==> src/rtl/fifo_slice_drain.sv <==
// Drains words from an upstream FIFO and emits each word as N slices of SLICE bits, MSB slice first.
// Each fully transmitted word increments a wrapping word counter.
module fifo_slice_drain #(
  parameter int unsigned WIDTH = 36,
  parameter int unsigned SLICE = 9,
  parameter int unsigned CNT_W = 16
) (
  input  logic             clk,
  input  logic             reset,
  input  logic             fifo_empty,
  input  logic [WIDTH-1:0] fifo_read_data,
  output logic             fifo_RE,
  output logic [SLICE-1:0] out_data,
  output logic             out_valid,
  input  logic             out_ready,
  output logic             out_last,
  output logic             busy,
  output logic [CNT_W-1:0] word_count
);

  localparam int unsigned N     = WIDTH / SLICE;
  localparam int unsigned IDX_W = (N > 1) ? $clog2(N) : 1;

  typedef enum logic [1:0] {IDLE, POP, LOAD, SEND} state_t;

  state_t           state;
  logic [IDX_W-1:0] idx;
  logic [WIDTH-1:0] hold;
  logic [SLICE-1:0] slice;
  logic             final_slice;

  assign final_slice = (idx == IDX_W'(N - 1));

  always_ff @(posedge clk) begin
    if (reset) begin
      state      <= IDLE;
      idx        <= '0;
      hold       <= '0;
      word_count <= '0;
    end else begin
      case (state)
        IDLE: if (!fifo_empty) state <= POP;
        POP:  state <= LOAD;
        LOAD: begin
          hold  <= fifo_read_data;
          idx   <= '0;
          state <= SEND;
        end
        SEND: begin
          if (out_ready) begin
            if (final_slice) begin
              word_count <= word_count + CNT_W'(1);
              state      <= fifo_empty ? IDLE : POP;
            end else begin
              idx <= idx + IDX_W'(1);
            end
          end
        end
        default: state <= IDLE;
      endcase
    end
  end

  // Slice mux written as a constant-index loop so each part-select is static.
  always_comb begin
    slice = '0;
    for (int unsigned i = 0; i < N; i++) begin
      if (idx == IDX_W'(i)) slice = hold[WIDTH-1-i*SLICE -: SLICE];
    end
  end

  assign fifo_RE   = (state == POP);
  assign out_valid = (state == SEND);
  assign out_last  = (state == SEND) && final_slice;
  assign busy      = (state != IDLE);
  assign out_data  = (state == SEND) ? slice : '0;

endmodule

==> config.mk <==
export PLATFORM = sky130hd
export DESIGN_NAME = fifo_slice_drain
export DESIGN_NICKNAME = d
export VERILOG_FILES = /design/src/rtl/fifo_slice_drain.sv
export SDC_FILE = /design/constraint.sdc
export NUM_CORES = 1
export LEC_CHECK = 0
export CAP_MARGIN = 25
export CORE_ASPECT_RATIO = 1.25
export CORE_MARGIN = 2
export CORE_UTILIZATION = 52
export CTS_CLUSTER_DIAMETER = 100
export CTS_CLUSTER_SIZE = 10
export DETAILED_ROUTE_END_ITERATION = 8
export HOLD_SLACK_MARGIN = 0.02
export PLACE_DENSITY = 0.85
export SETUP_SLACK_MARGIN = 0.4
export SKIP_LAST_GASP = 1
export SYNTH_ARGS = -nofsm -noshare
export SYNTH_HDL_FRONTEND = slang
export SYNTH_SLANG_ARGS = --single-unit
==> constraint.sdc <==
create_clock -name clk -period 6.2 [get_ports clk]
set_input_delay 1.55 -clock clk [delete_from_list [all_inputs] [get_ports clk]]
set_output_delay 1.55 -clock clk [all_outputs]
set_load 0.05 [all_outputs]
## Yosys cells after proc, flatten, opt, wreduce, memory -nomap -nowiden

Index checks and enable logic that the tools add are counted.

- Memories kept: 0
- Output and inout port bits: 29
- Bits in latches: 0
- Bits in read-only memories: 0
- Memory bits (writable): 0
- Input port bits: 40
- Bits in registers: 56

- $mul: 0
- Bitwise operators: 0
- $add $sub $neg: 2
- Div/mod/pow operators: 0
- Multiplexer cells: 13
- Order comparisons: 0
- Equality and inequality tests: 10
- Reductions and logical operators: 8
- Shifts and indexed selects: 0

Operator list:

| kind | count |
|---|---|
| 2-to-1 mux 9 bit | 5 |
| adder 16 x 1 -> 16 bit (second input constant) | 1 |
| 2-to-1 mux 2 bit | 5 |
| AND reduction 3 bit | 3 |
| == test 2 bit (second input constant) | 4 |
| one-hot mux 2 bit (4 select lines) | 1 |
| == test 2 x 1 -> 1 bit (second input constant) | 2 |
| logical NOT 2 bit | 2 |
| inequality test 2 x 1 -> 1 bit (second input constant) | 2 |
| inequality test 2 bit (second input constant) | 2 |
| one-hot mux 2 bit (2 select lines) | 1 |
| nonzero test 2 bit | 2 |
| adder 2 x 1 -> 2 bit (second input constant) | 1 |
| logical AND 1 bit | 1 |
| 2-to-1 mux 1 bit | 1 |

## Depth between registers and ports, before layout

- Word-level depth: 6
- Depth in mapped cells: 8
- Mapped depth without buffers: 6

## Worst setup path before layout

OpenSTA, ideal clock, no wires.

- Path kind: register -> output
- From: register state[1]
- To: output out_data[0]
- Arrival: 2694 ps
- Stages on the path, launching flop included: 6
- Slack: 1956 ps
- Required time: 4650 ps
- Path through: dfxtp_1 > ha_1 > buf_2 > clkbuf_1 > nand2b_1 > o21ai_0

- Longest elaborated chain between the ends: 2

Ends and longest elaborated chain:

| what | RTL line | source |
|---|---|---|
| from (decl) | 26 | `state_t state;` |
| from (signal assigned) | 53 | `state <= fifo_empty ? IDLE : POP;` |
| == test 2 bit | n/a |  |
| named net out_valid | 14 | `output logic out_valid,` |
| 2-to-1 mux 9 bit | 76 | `assign out_data = (state == SEND) ? slice : '0;` |
| to (decl) | 13 | `output logic [SLICE-1:0] out_data,` |

The timed path passes the listed nets, and every way through them passes these cells.

## Worst setup path in the final report

- From: register state[1]
- To: output out_data[6]

- Longest elaborated chain between the ends: 2

Ends and longest elaborated chain:

| what | RTL line |
|---|---|
| == test 2 bit | 76 |
| 2-to-1 mux 9 bit | 76 |

Every way passes these cells.

==> flow_metrics.py <==
metrics = {
    "clocking": {
        "clk_path_buf_depth": 2,
        "cts_hold_buf": 0,
        "numClockSinks": 56,
        "cts_resized": 0,
        "cts-htree-levels": 2,
        "clkTransAtPathRegs_ns": 0.09,
        "cts_tree": "built",
        "clock_latency_ns": 0.31,
        "clockRootBuffer": "clkbuf_8",
        "post-cts-setup-buffers": 0,
        "numCtsBuffers": 5,
    },
    "pwr": {
        "switching_share_pct": 32.90,
        "internal-power_uw": 695.0,
        "powerDensity_mw_per_mm2": 301.7,
        "peakVddDrop_mv": 0.2203,
        "power.share.clock_pct": 22.8,
        "comb_power_share_pct": 33.7,
        "p_leak_nw": 1.160,
        "power.switching_uw": 340.7,
        "p_seq_share_pct": 43.5,
        "total_power_mw": 1.036,
    },
    "route": {
        "viasPerCell": 5.374,
        "avgRoutedWirePerCell_microns": 13.91,
        "drt_first_iter_violations": 148,
        "routed_wl_microns": 5799,
        "postRouteAntennaNets": 0,
        "num_vias": 2241,
        "drt_pre_antenna_iters": 4,
        "drcViolationCount": 0,
    },
    "final_layout": {
        "multi_input_area_sq_mm": 0.001396,
        "drive_above_1_share_pct": 4.202,
        "layout_commonest_cell": "clkdlybuf4s50_1",
        "diodes": 0,
        "mostFrequentLayoutCells": "clkdlybuf4s50_1 (67), dfxtp_1 (56), nor2_1 (49), mux2i_1 (47)",
        "seq_area_sq_mm": 0.001121,
        "syn_to_final_growth_pct": 31.04,
        "nFillCells": 386,
        "final_nets": 406,
    },
    "synth": {
        "ys_ff_latch": 56,
        "synthesis.nets": 348,
        "ys_seq_area_share_pct": 42.79,
        "yosys_warnings": 0,
        "netlist_instances": 298,
        "ys_types": 34,
        "syn_area_sq_mm": 0.002620,
        "syn_avg_cell_area_sq_um": 8.792,
    },
    "worst_hold_path": {
        "hold_end": "hold[4]",
        "hold_class": "reg2reg",
        "hold_path_depth": 2,
        "hold_start": "hold[4]",
    },
    "critical_path": {
        "start_kind": "flop",
        "rr_endpoint": "word_count[15]",
        "cp_top_family": "buffers and inverters",
        "ff2ff_path_depth": 5,
        "arrival_ns": 2.80,
        "critical_path_class": "reg2out",
        "path_cells": "ha_1, nand2b_1, o21ai_0, clkdlybuf4s50_1",
        "critPathMaxFanout": 18,
        "end_kind": "output pin",
        "crit_required_ns": 4.65,
        "r2r_start": "state[1]",
        "slowest_delay_ns": 0.84,
        "crit_path_top_delay_cell": "clkdlybuf4s50_1",
        "crit_buf_inv": 1,
        "reg2reg_slack_ns": 3.58,
    },
    "floorplanning": {
        "floorplan.initialDensity_pct": 54.59,
        "die_y_microns": 83.36,
        "die-area_sq_mm": 0.005626,
        "rows": 28,
        "ios": 69,
        "design.core.area_sq_mm": 0.004800,
        "die_w_microns": 67.49,
    },
    "timing": {
        "fin_crit_sh_pct": 70.15,
        "worst_slew_pin_slew_ns": 1.005,
        "fin_crit_ns": 4.349,
        "final.setup.tns_ns": 0,
        "slew_headroom_pct": 32.99,
        "rsz0062_at_grt": "false",
        "hold_violations": 0,
        "setup_viol": 0,
        "skew_ns": 0.006555,
        "max_freq_mhz": 229.9,
        "fin_ws_ns": 1.851,
        "final_max_slew_viol_count": 0,
        "hold-worst-slack_ns": 0.5058,
    },
    "placement": {
        "hpwl_microns": 4327,
        "gp_congestion": 0.7868,
        "pre_cts_ws_ns": 2.229,
        "port_buffers": 68,
    },
    "global_routing": {
        "grt_first_pass_wirelength_microns": 9660,
        "grt_max_degree": 58,
        "grtUsageTotal_pct": 21.78,
        "antenna_found_initial": 0,
        "grt-ovfl-total": 0,
        "grt_pass1_vias": 2135,
    },
    "run": {
        "drv_cap": 0,
    },
    "outcome": {
        "outcome": "finished, final reports clean",
    },
}
-- worst register-to-register path, delay by kind of cell (launching register included) --
family	cells	cell delay, ns
AND/OR/NAND/NOR	3	1.15
flip-flops	1	0.40
multiplexers	1	0.36
adder cells (fa/ha/maj)	1	0.60
-- kinds of logic after synthesis --
group,Yosys count,share of synthesized area (%)
AOI/OAI and AO/OA,36,7.355
adders and majority gates,10,4.776
DFF,56,42.79
muxes,48,18.39
buffers and inverters,27,4.011
and+or+nand+nor,113,20.01
xor gates and xnor gates,8,2.674
-- cell usage after synthesis --
master,n,share of area (%)
a21oi_1,8,1.5
a221oi_1,1,0.33
a22oi_1,1,0.29
a32oi_1,1,0.33
and2_1,1,0.24
and3_1,1,0.24
and4_1,1,0.33
buf_1,2,0.29
buf_2,2,0.38
clkbuf_1,13,1.9
clkbuf_2,1,0.19
dfxtp_1,56,43
ha_1,10,4.8
inv_1,9,1.3
mux2_2,1,0.43
mux2i_1,47,18
nand2_1,24,3.4
nand2b_1,1,0.24
nand3_1,14,2.7
nand3_2,1,0.38
nand4_1,2,0.48
nor2_1,49,7.0
nor2b_1,4,0.95
nor3_1,2,0.38
nor4_1,4,0.95
nor4b_1,1,0.33
o21ai_0,24,4.6
o31ai_1,1,0.29
or3_1,5,1.2
or3_4,1,0.43
or4_1,1,0.29
or4_4,1,0.43
xnor2_1,6,2.0
xor2_1,2,0.67
-- how the worst max path moves through the flow --
| stage | start | to | cells after the start |
|---|---|---|---|
| floorplan | state[1] | out_data[0] | 5 |
| global placement | state[1] | out_data[7] | 4 |
| detailed placement | state[1] | out_data[6] | 4 |
| CTS | state[1] | out_data[6] | 4 |
| global route | state[1] | out_data[6] | 4 |
| finish | state[1] | out_data[6] | 4 |
-- power groups by stage --
stage	Sequential [mW]	Clock [mW]	Combinational (mW)
floorplan	0.447	0	0.259
global placement	0.454	0	0.330
detailed placement	0.457	0	0.351
CTS	0.450	0.242	0.353
global route	0.458	0.256	0.380
finish	0.451	0.237	0.349
-- metrics by stage --
stage / utilization (%) / instances / cell area [sq um]
2_1_floorplan: - / 298 / 2620
3_3_place_gp: 68.80 / 408 / 3302
3_5_place_dp: 69.21 / 409 / 3322
4_1_cts: 71.53 / 417 / 3433
5_1_grt: 71.53 / 417 / 3433
6_report: 71.53 / 417 / 3433
-- routing by layer --
layer  wire (microns)  GRT usage [%]  vias to the layer above  share of wire [%]
met3              228          4.336                        6                3.9
met2             2955          36.27                       59                 51
met5                0              0                        -                  0
met4               76          7.050                        0                1.3
li1                 -              -                     1134                  -
met1             2539          27.45                     1042                 44
-- final cells by class --
| class | count | share of cell area, % |
|---|---|---|
| repair buffers | 69 | 20.26 |
| clock buffers | 5 | 2.004 |
| flip-flops and latches | 56 | 32.65 |
| multi-input cells | 215 | 40.67 |
| clock inverters | 3 | 1.239 |
| well taps | 60 | 2.187 |
| inverters | 9 | 0.9840 |
-- state kept, by name, summed over array words and instances, names as in the netlist --
name        cells
hold           36
word_count     16
idx             2
state           2
(Power assumes the default switching activity.)
